[config.mk]
export PLATFORM = sky130hd
export DESIGN_NAME = mem_arbiter
export DESIGN_NICKNAME = d
export VERILOG_FILES = /design/src/rtl/mem_arbiter_pkg.sv /design/src/rtl/mem_arb_pick.sv /design/src/rtl/mem_arbiter.sv
export SDC_FILE = /design/constraint.sdc
export NUM_CORES = 1
export LEC_CHECK = 0
export ABC_AREA = 1
export CORE_AREA = 2 2 361 363
export CTS_CLUSTER_SIZE = 28
export DETAILED_ROUTE_END_ITERATION = 8
export DIE_AREA = 0 0 363 365
export GPL_TIMING_DRIVEN = 0
export SLEW_MARGIN = 40
export SYNTH_ARGS = -nofsm -noshare
export SYNTH_HDL_FRONTEND = slang
export SYNTH_SLANG_ARGS = --single-unit
[constraint.sdc]
create_clock -name clk -period 3.89 [get_ports clk]
set_input_delay 0.9725 -clock clk [delete_from_list [all_inputs] [get_ports clk]]
set_output_delay 0.9725 -clock clk [all_outputs]
set_load 0.03 [all_outputs]
[src/rtl/mem_arbiter_pkg.sv]
// Shared constants for the two-cache memory arbiter: state encodings, port ids, beat width.
// Imported by mem_arb_pick and mem_arbiter.
package mem_arbiter_pkg;

    localparam int MEM_DATA_BITS = 128;

    localparam logic [1:0] ARB_IDLE  = 2'd0;
    localparam logic [1:0] ARB_CMD   = 2'd1;
    localparam logic [1:0] ARB_WDATA = 2'd2;
    localparam logic [1:0] ARB_RRESP = 2'd3;

    localparam logic ARB_IC = 1'b0;
    localparam logic ARB_DC = 1'b1;

endpackage

[src/rtl/mem_arb_pick.sv]
// Combinational 2-way picker choosing which cache is granted next.
// MEM_ARB_ROUND_ROBIN_EN: alternate on contention using last_grant; otherwise dc beats ic.
module mem_arb_pick
    import mem_arbiter_pkg::*;
(
    input  logic ic_valid,
    input  logic dc_valid,
`ifdef MEM_ARB_ROUND_ROBIN_EN
    input  logic last_grant,
`endif
    output logic winner
);

    always_comb begin
        winner = (ic_valid && !dc_valid) ? ARB_IC : ARB_DC;
`ifdef MEM_ARB_ROUND_ROBIN_EN
        if (ic_valid && dc_valid) begin
            winner = ~last_grant;
        end
`endif
    end

endmodule

[src/rtl/mem_arbiter.sv]
// Shares one backing-memory port between the instruction and data caches, locking
// the memory to one cache per transaction. MEM_ARB_ROUND_ROBIN_EN enables round-robin.
module mem_arbiter
    import mem_arbiter_pkg::*;
#(
    parameter int ADDR_W      = 28,
    parameter int DATA_W      = MEM_DATA_BITS,
    parameter int READ_BEATS  = 4,
    parameter int WRITE_BEATS = 1
) (
    input  logic                clk,
    input  logic                reset,

    input  logic                ic_mem_req_valid,
    output logic                ic_mem_req_ready,
    input  logic [ADDR_W-1:0]   ic_mem_req_addr,
    input  logic                ic_mem_req_rw,
    input  logic                ic_mem_req_data_valid,
    output logic                ic_mem_req_data_ready,
    input  logic [DATA_W-1:0]   ic_mem_req_data_bits,
    input  logic [DATA_W/8-1:0] ic_mem_req_data_mask,
    output logic                ic_mem_resp_valid,
    output logic [DATA_W-1:0]   ic_mem_resp_data,

    input  logic                dc_mem_req_valid,
    output logic                dc_mem_req_ready,
    input  logic [ADDR_W-1:0]   dc_mem_req_addr,
    input  logic                dc_mem_req_rw,
    input  logic                dc_mem_req_data_valid,
    output logic                dc_mem_req_data_ready,
    input  logic [DATA_W-1:0]   dc_mem_req_data_bits,
    input  logic [DATA_W/8-1:0] dc_mem_req_data_mask,
    output logic                dc_mem_resp_valid,
    output logic [DATA_W-1:0]   dc_mem_resp_data,

    output logic                mem_req_valid,
    input  logic                mem_req_ready,
    output logic [ADDR_W-1:0]   mem_req_addr,
    output logic                mem_req_rw,
    output logic                mem_req_data_valid,
    input  logic                mem_req_data_ready,
    output logic [DATA_W-1:0]   mem_req_data_bits,
    output logic [DATA_W/8-1:0] mem_req_data_mask,
    input  logic                mem_resp_valid,
    input  logic [DATA_W-1:0]   mem_resp_data
);

    localparam int MAX_BEATS = (READ_BEATS > WRITE_BEATS) ? READ_BEATS : WRITE_BEATS;
    localparam int CNT_W     = $clog2(MAX_BEATS) + 1;

    logic [1:0]       state;
    logic             grant;
    logic [CNT_W-1:0] cnt;
    logic             winner;

    logic                sel_req_valid;
    logic [ADDR_W-1:0]   sel_req_addr;
    logic                sel_req_rw;
    logic                sel_data_valid;
    logic [DATA_W-1:0]   sel_data_bits;
    logic [DATA_W/8-1:0] sel_data_mask;

`ifdef MEM_ARB_ROUND_ROBIN_EN
    logic last_grant;

    mem_arb_pick u_pick (
        .ic_valid   (ic_mem_req_valid),
        .dc_valid   (dc_mem_req_valid),
        .last_grant (last_grant),
        .winner     (winner)
    );
`else
    mem_arb_pick u_pick (
        .ic_valid (ic_mem_req_valid),
        .dc_valid (dc_mem_req_valid),
        .winner   (winner)
    );
`endif

    assign sel_req_valid  = (grant == ARB_DC) ? dc_mem_req_valid      : ic_mem_req_valid;
    assign sel_req_addr   = (grant == ARB_DC) ? dc_mem_req_addr       : ic_mem_req_addr;
    assign sel_req_rw     = (grant == ARB_DC) ? dc_mem_req_rw         : ic_mem_req_rw;
    assign sel_data_valid = (grant == ARB_DC) ? dc_mem_req_data_valid : ic_mem_req_data_valid;
    assign sel_data_bits  = (grant == ARB_DC) ? dc_mem_req_data_bits  : ic_mem_req_data_bits;
    assign sel_data_mask  = (grant == ARB_DC) ? dc_mem_req_data_mask  : ic_mem_req_data_mask;

    always_ff @(posedge clk or posedge reset) begin
        if (reset) begin
            state <= ARB_IDLE;
            grant <= ARB_DC;
            cnt   <= '0;
`ifdef MEM_ARB_ROUND_ROBIN_EN
            last_grant <= ARB_IC;
`endif
        end else begin
            case (state)
                ARB_IDLE: begin
                    if (ic_mem_req_valid || dc_mem_req_valid) begin
                        grant <= winner;
                        state <= ARB_CMD;
`ifdef MEM_ARB_ROUND_ROBIN_EN
                        last_grant <= winner;
`endif
                    end
                end
                ARB_CMD: begin
                    if (!sel_req_valid) begin
                        state <= ARB_IDLE;
                    end else if (mem_req_ready) begin
                        state <= sel_req_rw ? ARB_WDATA : ARB_RRESP;
                        cnt   <= '0;
                    end
                end
                ARB_WDATA: begin
                    if (sel_data_valid && mem_req_data_ready) begin
                        if (cnt == CNT_W'(WRITE_BEATS - 1)) begin
                            state <= ARB_IDLE;
                            cnt   <= '0;
                        end else begin
                            cnt <= cnt + CNT_W'(1);
                        end
                    end
                end
                ARB_RRESP: begin
                    if (mem_resp_valid) begin
                        if (cnt == CNT_W'(READ_BEATS - 1)) begin
                            state <= ARB_IDLE;
                            cnt   <= '0;
                        end else begin
                            cnt <= cnt + CNT_W'(1);
                        end
                    end
                end
                default: begin
                    state <= ARB_IDLE;
                    cnt   <= '0;
                end
            endcase
        end
    end

    // Read data is broadcast; only resp_valid selects the owner.
    assign ic_mem_resp_data = mem_resp_data;
    assign dc_mem_resp_data = mem_resp_data;

    always_comb begin
        mem_req_valid         = 1'b0;
        mem_req_addr          = '0;
        mem_req_rw            = 1'b0;
        mem_req_data_valid    = 1'b0;
        mem_req_data_bits     = '0;
        mem_req_data_mask     = '0;
        ic_mem_req_ready      = 1'b0;
        dc_mem_req_ready      = 1'b0;
        ic_mem_req_data_ready = 1'b0;
        dc_mem_req_data_ready = 1'b0;
        ic_mem_resp_valid     = 1'b0;
        dc_mem_resp_valid     = 1'b0;
        case (state)
            ARB_CMD: begin
                mem_req_valid    = sel_req_valid;
                mem_req_addr     = sel_req_addr;
                mem_req_rw       = sel_req_rw;
                ic_mem_req_ready = (grant == ARB_IC) && mem_req_ready;
                dc_mem_req_ready = (grant == ARB_DC) && mem_req_ready;
            end
            ARB_WDATA: begin
                mem_req_data_valid    = sel_data_valid;
                mem_req_data_bits     = sel_data_bits;
                mem_req_data_mask     = sel_data_mask;
                ic_mem_req_data_ready = (grant == ARB_IC) && mem_req_data_ready;
                dc_mem_req_data_ready = (grant == ARB_DC) && mem_req_data_ready;
            end
            ARB_RRESP: begin
                ic_mem_resp_valid = (grant == ARB_IC) && mem_resp_valid;
                dc_mem_resp_valid = (grant == ARB_DC) && mem_resp_valid;
            end
            default: begin
            end
        endcase
    end

endmodule
==> flow_summary.yaml, run 1 <==
status:
  status: "finished, final reports clean"
cells_and_area:
  utilization: 0.121
  multi_input_area_um2: 3000
  fin_nets: 2209
  drive_above_1_share: 0.266
  regArea_um2: 151
  fill_cells: 14900
  syn_to_final_growth_pct: 183
cts:
  htreeDepth: 1
  cts-root-buf: "clkbuf_16"
  clk_transition_reported_paths_ps: 40
  cts_tree: "done"
  clock_path_buffers: 2
  worstSkewPairLatency_ps: 240
  numCtsBuffers: 3
  clock_sinks: 6
worst_hold_path:
  hold_path_class: "register to register"
global_routing:
  grt_pass1_wl_um: 105000
  grt_pass1_vias: 8756
  track_usage: 0.126
  grt_antenna_before_repair: 13
  grt_max_degree: 11
  grt-ovfl-total: 0
synthesis:
  ys_seq_area_frac: 0.0275
  yosysTopAreaCell: "buf_4"
  synth-compound-area-share: 0.247
  synth-seq-cells: 6
  yosys.area.top_type_share: 0.352
  synthDistinctLibCells: 21
  ys_warn_count: 0
  synth_top_family_by_area: "buffers and inverters"
  synth.area.mux_share: 0
  synthesis.area_um2: 5510
  synth_fa_ha_area_frac: 0.00908
  synthSimpleGateAreaFrac: 0.288
  synth_edf_count: 0
  syn-num-nets: 1413
  synthFlopType: "dfrtp_1"
  synth_area_per_cell_um2: 5.95
  postSynthCellCount: 926
  async_reset_ff_frac: 1.00
  synthTopCellsByArea: "buf_4, nand2_1, a21oi_2, a21oi_1, buf_6"
  synth_xor_area_frac: 0
pwr:
  leakagePower_nw: 6.48
  p_per_area_nw_per_um2: 386
  combinationalPowerShare: 0.952
  ir_drop_v: 0.000203
  power.switching_mw: 4.07
  swShare: 0.676
  internal-power_mw: 1.95
  clockPowerShare: 0.030
  seqPwrFrac: 0.019
die:
  coreArea_um2: 129000
  rows: 132
  die_height_um: 365
  die_width_um: 363
  ioPinCount: 920
  dieArea_um2: 132000
  initial_core_util: 0.0428
place:
  portBuffers: 791
  place_congestion: 0.941
  pre_cts_ws_ps: -337
  hpwl_um: 84700
sta:
  fin_ws_ps: 22.8
  rsz0062_at_grt: "false"
  hold_violations: 0
  fin_crit_sh: 0.994
  fin_crit_ps: 3870
  worstMarginPinSlew_ps: 843
  fmax_ghz: 0.259
  setup_violations: 0
  slew_headroom: 0.441
  skew_ps: 4.18
  slew_viol_final: 0
routing:
  ant_nets: 0
  vias: 8958
  first_pass_iters: 4
  routed_wl_um: 90300
  drc: 0
  vias_per_cell: 2.64
  routedWlPerCell_um: 26.6
  drtIter0Drc: 376
setup_path:
  cp.arrival_ps: 2890
  start_kind: "register"
  crit_type: "register to output port"
  critPathMaxFanout: 10
  endpoint_kind: "output port"
  r2r_setup_slack_ps: 2180
  cp.required_ps: 2920
job:
  cap_violations: 0
-- per-stage QoR --
| stage | total power [mW] | hold WS (ps) | instance area (um2) | instances | TNS, ps |
|---|---|---|---|---|---|
| finish | 6.02 | 513 | 15600 | 3398 | 0 |
| floorplan | 2.95 | 466 | 5510 | 926 | 0 |
| detailed placement | 6.11 | 506 | 15500 | 3392 | -3510 |
| global route | 6.38 | 542 | 15600 | 3396 | 0 |
| global placement | 6.10 | 499 | 15500 | 3392 | -4260 |
| CTS | 6.23 | 512 | 15500 | 3396 | 0 |
-- worst paths after layout --
| check | depth (start not counted) | endpoint | startpoint |
|---|---|---|---|
| worst max register to register | 5 | grant | grant |
| worst min-delay path | 2 | cnt[0] | cnt[0] |
| worst max-delay path | 6 | mem_req_addr[21] | grant |
| min in group asynchronous | 2 | state[0] | reset |
| max in group asynchronous | 2 | grant | reset |
| worst min register to register | 2 | cnt[0] | cnt[0] |
-- per-layer routing --
| metal | vias up | GRT usage | share of wire |
|---|---|---|---|
| li1 | 4253 | - | - |
| met1 | 4157 | 0.154 | 0.41 |
| met2 | 516 | 0.218 | 0.48 |
| met3 | 30 | 0.0512 | 0.11 |
| met4 | 2 | 0.00521 | 0.0051 |
| met5 | - | 0 | 0.00013 |
-- synth_stat cells (6+ instances only) --
library cell  number
nand2_1          379
buf_4            258
a21oi_2          131
a21oi_1           42
buf_2             26
clkbuf_1          16
inv_1             15
buf_6             14
nand3_1            7
nor3_1             6
-- layout make-up --
type                    count  area share
repair buffers            791       0.505
inverters                  20     0.00482
flip-flops and latches      6     0.00971
diodes                      2    0.000321
plain buffers             314       0.148
multi-input cells         586       0.192
clock buffers               4     0.00506
well taps                1675       0.134
-- cells by family after synthesis --
kind of cell,after synthesis
buffers and inverters,334
and+or+nand+nor,408
DFF,6
adders and majority gates,4
AOI/OAI and AO/OA,174
-- critical path, stage by stage, from the launching register on --
cell and delay (ps):
dfstp_2 510, buf_4 260, buf_2 340, buf_2 330
nand2_1 80, a21oi_1 150, clkdlybuf4s50_1 970
-- power by group through the flow --
stage	Clock, mW	Sequential, mW	Combinational (mW)
floorplan	0	0.107	2.84
global placement	0	0.114	5.99
detailed placement	0	0.114	5.99
CTS	0.179	0.113	5.93
global route	0.182	0.118	6.08
finish	0.178	0.114	5.73
-- sequential cells by signal, indices dropped and copies added (netlist names) --
name,cells
state,2
cnt,3
grant,1
-- timing repair --
item	CTS	global route
cloned	0	0
buffers inserted	0	0
pin swaps	0	0
hold buffers	0	0
gates resized for setup	113	20
setup endpoints to repair	141	23
-- cell usage in the layout (no fill, tap or decap), types with 2 or more instances in the layout --
cell type and count:
a21oi_1 42, buf_4 261, clkdlybuf4s50_1 687, dfrtp_1 5, diode_2 2, dlygate4sd2_1 77
clkdlybuf4s15_1 2, nor2_1 5, nand3_1 7, clkdlybuf4s15_2 7, clkbuf_1 10, nand2_1 378
nor2_2 3, nor3_1 6, buf_6 15, ha_1 4, dlymetal6s2s_1 18, inv_2 5
clkbuf_2 7, buf_2 22, nand4_1 5, a21oi_2 131, inv_1 15, clkbuf_16 3
Note: power is estimated with default switching activity, not from simulation.
==> run 2: changes to the inputs <==
CTS_CLUSTER_DIAMETER = 100   (was unset)
==> results of run 2 <==
Final layout, timing and power as in run 1 (identical DEF).
==> run 3: changes to the inputs <==
CORE_AREA = 2 2 355 357   (was 2 2 361 363)
DIE_AREA = 0 0 357 359   (was 0 0 363 365)
MAX_ROUTING_LAYER = met4   (was unset)
clock period = 4 ns   (was 3.89 ns; I/O delays follow)
==> run 3 against run 2 <==
  * First-iteration DRC count up 18%
  * Design area down 0.15%
  * Clock skew down 3.0 ps
  * Clock-buffer cell count unchanged
  * Register-to-register slack better by 40 ps
  * Sequential cell count unchanged
  * Sequential power about the same
==> flow_summary.yaml, run 3 (same netlist as run 1, synthesis figures left out) <==
status:
  status: "finished, final reports clean"
cts:
  cts_tree: "done"
  numCtsBuffers: 3
  clock_path_buffers: 2
  clk_transition_reported_paths_ps: 30
  worstSkewPairLatency_ps: 230
  htreeDepth: 1
  cts-root-buf: "clkbuf_16"
  clock_sinks: 6
die:
  die_height_um: 359
  die_width_um: 357
  coreArea_um2: 125000
  ioPinCount: 920
  dieArea_um2: 128000
  rows: 130
  initial_core_util: 0.0442
setup_path:
  cp.arrival_ps: 2920
  r2r_cells: 8
  endpoint_kind: "output port"
  cp.required_ps: 3000
  critPathMaxFanout: 10
  start_kind: "register"
  r2r-start: "grant"
  crit_type: "register to output port"
  worstSetupStartpoint: "grant"
global_routing:
  grt_antenna_before_repair: 37
  grt_pass1_vias: 9100
  grt_max_degree: 11
  grt_pass1_wl_um: 109000
  track_usage: 0.139
  grt-ovfl-total: 0
sta:
  fmax_ghz: 0.255
  fin_hold_ws_ps: 498
  slew_headroom: 0.493
  worstMarginPinSlew_ps: 764
  fin_crit_sh: 0.981
  rsz0062_at_grt: "false"
  fin_crit_ps: 3920
  slew_viol_final: 0
  setup_violations: 0
  skew_ps: 1.15
  fin_ws_ps: 77.7
  hold_violations: 0
cells_and_area:
  drive_above_1_share: 0.263
  regArea_um2: 151
  instances_no_fill: 3388
  largest-register: "cnt"
  fin_nets: 2209
  largest_reg_flops: 3
  syn_to_final_growth_pct: 183
  mostFrequentLayoutCells: "clkdlybuf4s50_1, nand2_1, buf_4"
  finish.instance_area_um2: 15600
  multi_input_area_um2: 3000
  final_common_cell: "clkdlybuf4s50_1"
  top_regs: "cnt: 3 flops, state: 2 flops, grant: 1 flops"
  fill_cells: 14500
place:
  portBuffers: 791
  post-place-cells: 3367
  pre_cts_ws_ps: -280
  dpl_cell_area_um2: 15500
  hpwl_um: 86100
  place_congestion: 0.971
routing:
  vias_per_cell: 2.66
  ant_nets: 0
  drtIter0Drc: 442
  routed_wl_um: 91900
  routedWlPerCell_um: 27.1
  drc: 0
  first_pass_iters: 4
  vias: 9023
worst_hold_path:
  hold_start: "cnt[1]"
  worstHoldPathCells: 2
  hold_path_class: "register to register"
pwr:
  p_total_mw: 5.86
  ir_drop_v: 0.000230
  p_per_area_nw_per_um2: 377
  leakagePower_nw: 6.20
job:
  cap_violations: 0
run 3: cell count changes in the layout (fill, tap and decap cells not counted), moves of 2 or more:
cell             before  now
buf_2                22   24
buf_4               261  259
clkbuf_1             10    7
clkbuf_2              7   10
clkdlybuf4s15_1       2    0
clkdlybuf4s15_2       7    0
clkdlybuf4s50_1     687  721
diode_2               2   17
dlygate4sd2_1        77   65
dlymetal6s2s_1       18    5
run 3: worst paths after layout:
path | slack, ps | endpoint
max | 80 | mem_req_data_bits[46]
min | 500 | cnt[1]
max reg2reg | 2220 | state[0]
min reg2reg | 500 | cnt[1]
max in group asynchronous | 2750 | grant
min in group asynchronous | 990 | state[0]
run 3: cell type report:
class                      count  share of cell area
timing repair buffer         791               0.504
multi-input combinational    586               0.193
buffer                       314               0.148
tap                         1650               0.133
sequential                     6             0.00973
clock buffer                   4             0.00506
inverter                      20             0.00482
antenna                       17             0.00273
run 3: layer usage:
layer | track usage | share of wire
met2 | 0.227 | 0.46
met1 | 0.166 | 0.42
met5 | - | 0
met3 | 0.0568 | 0.11
met4 | 0.0119 | 0.0071
run 3: where the power goes:
| part | leakage [nW] | switching, mW | total [mW] | internal (mW) |
|---|---|---|---|---|
| clock | 0.0383 | 0.0325 | 0.165 | 0.132 |
| combinational | 6.09 | 3.88 | 5.59 | 1.71 |
| sequential | 0.0772 | 0.0275 | 0.111 | 0.0837 |
run 3: through the flow:
| stage | setup TNS (ps) | utilization |
|---|---|---|
| global route | 0 | 0.125 |
| floorplan | 0 | - |
| finish | 0 | 0.125 |
| CTS | 0 | 0.124 |
| detailed placement | -2020 | 0.124 |
| global placement | -2500 | 0.124 |
run 3: what timing repair did:
| item | 4_1_cts | 5_1_grt |
|---|---|---|
| hold endpoints to repair | 0 | 0 |
| hold buffers | 0 | 0 |
| setup endpoints to repair | 121 | 8 |
| buffers inserted | 0 | 0 |
| cloned | 0 | 0 |
| gates resized for setup | 75 | 7 |
run 3: worst max-delay path, stage by stage, from the launching register on:
cell and delay [ps]:
dfstp_2 500, buf_4 270, buf_6 310, clkbuf_2 310
nand2_1 190, a21oi_2 280, clkdlybuf4s50_1 790
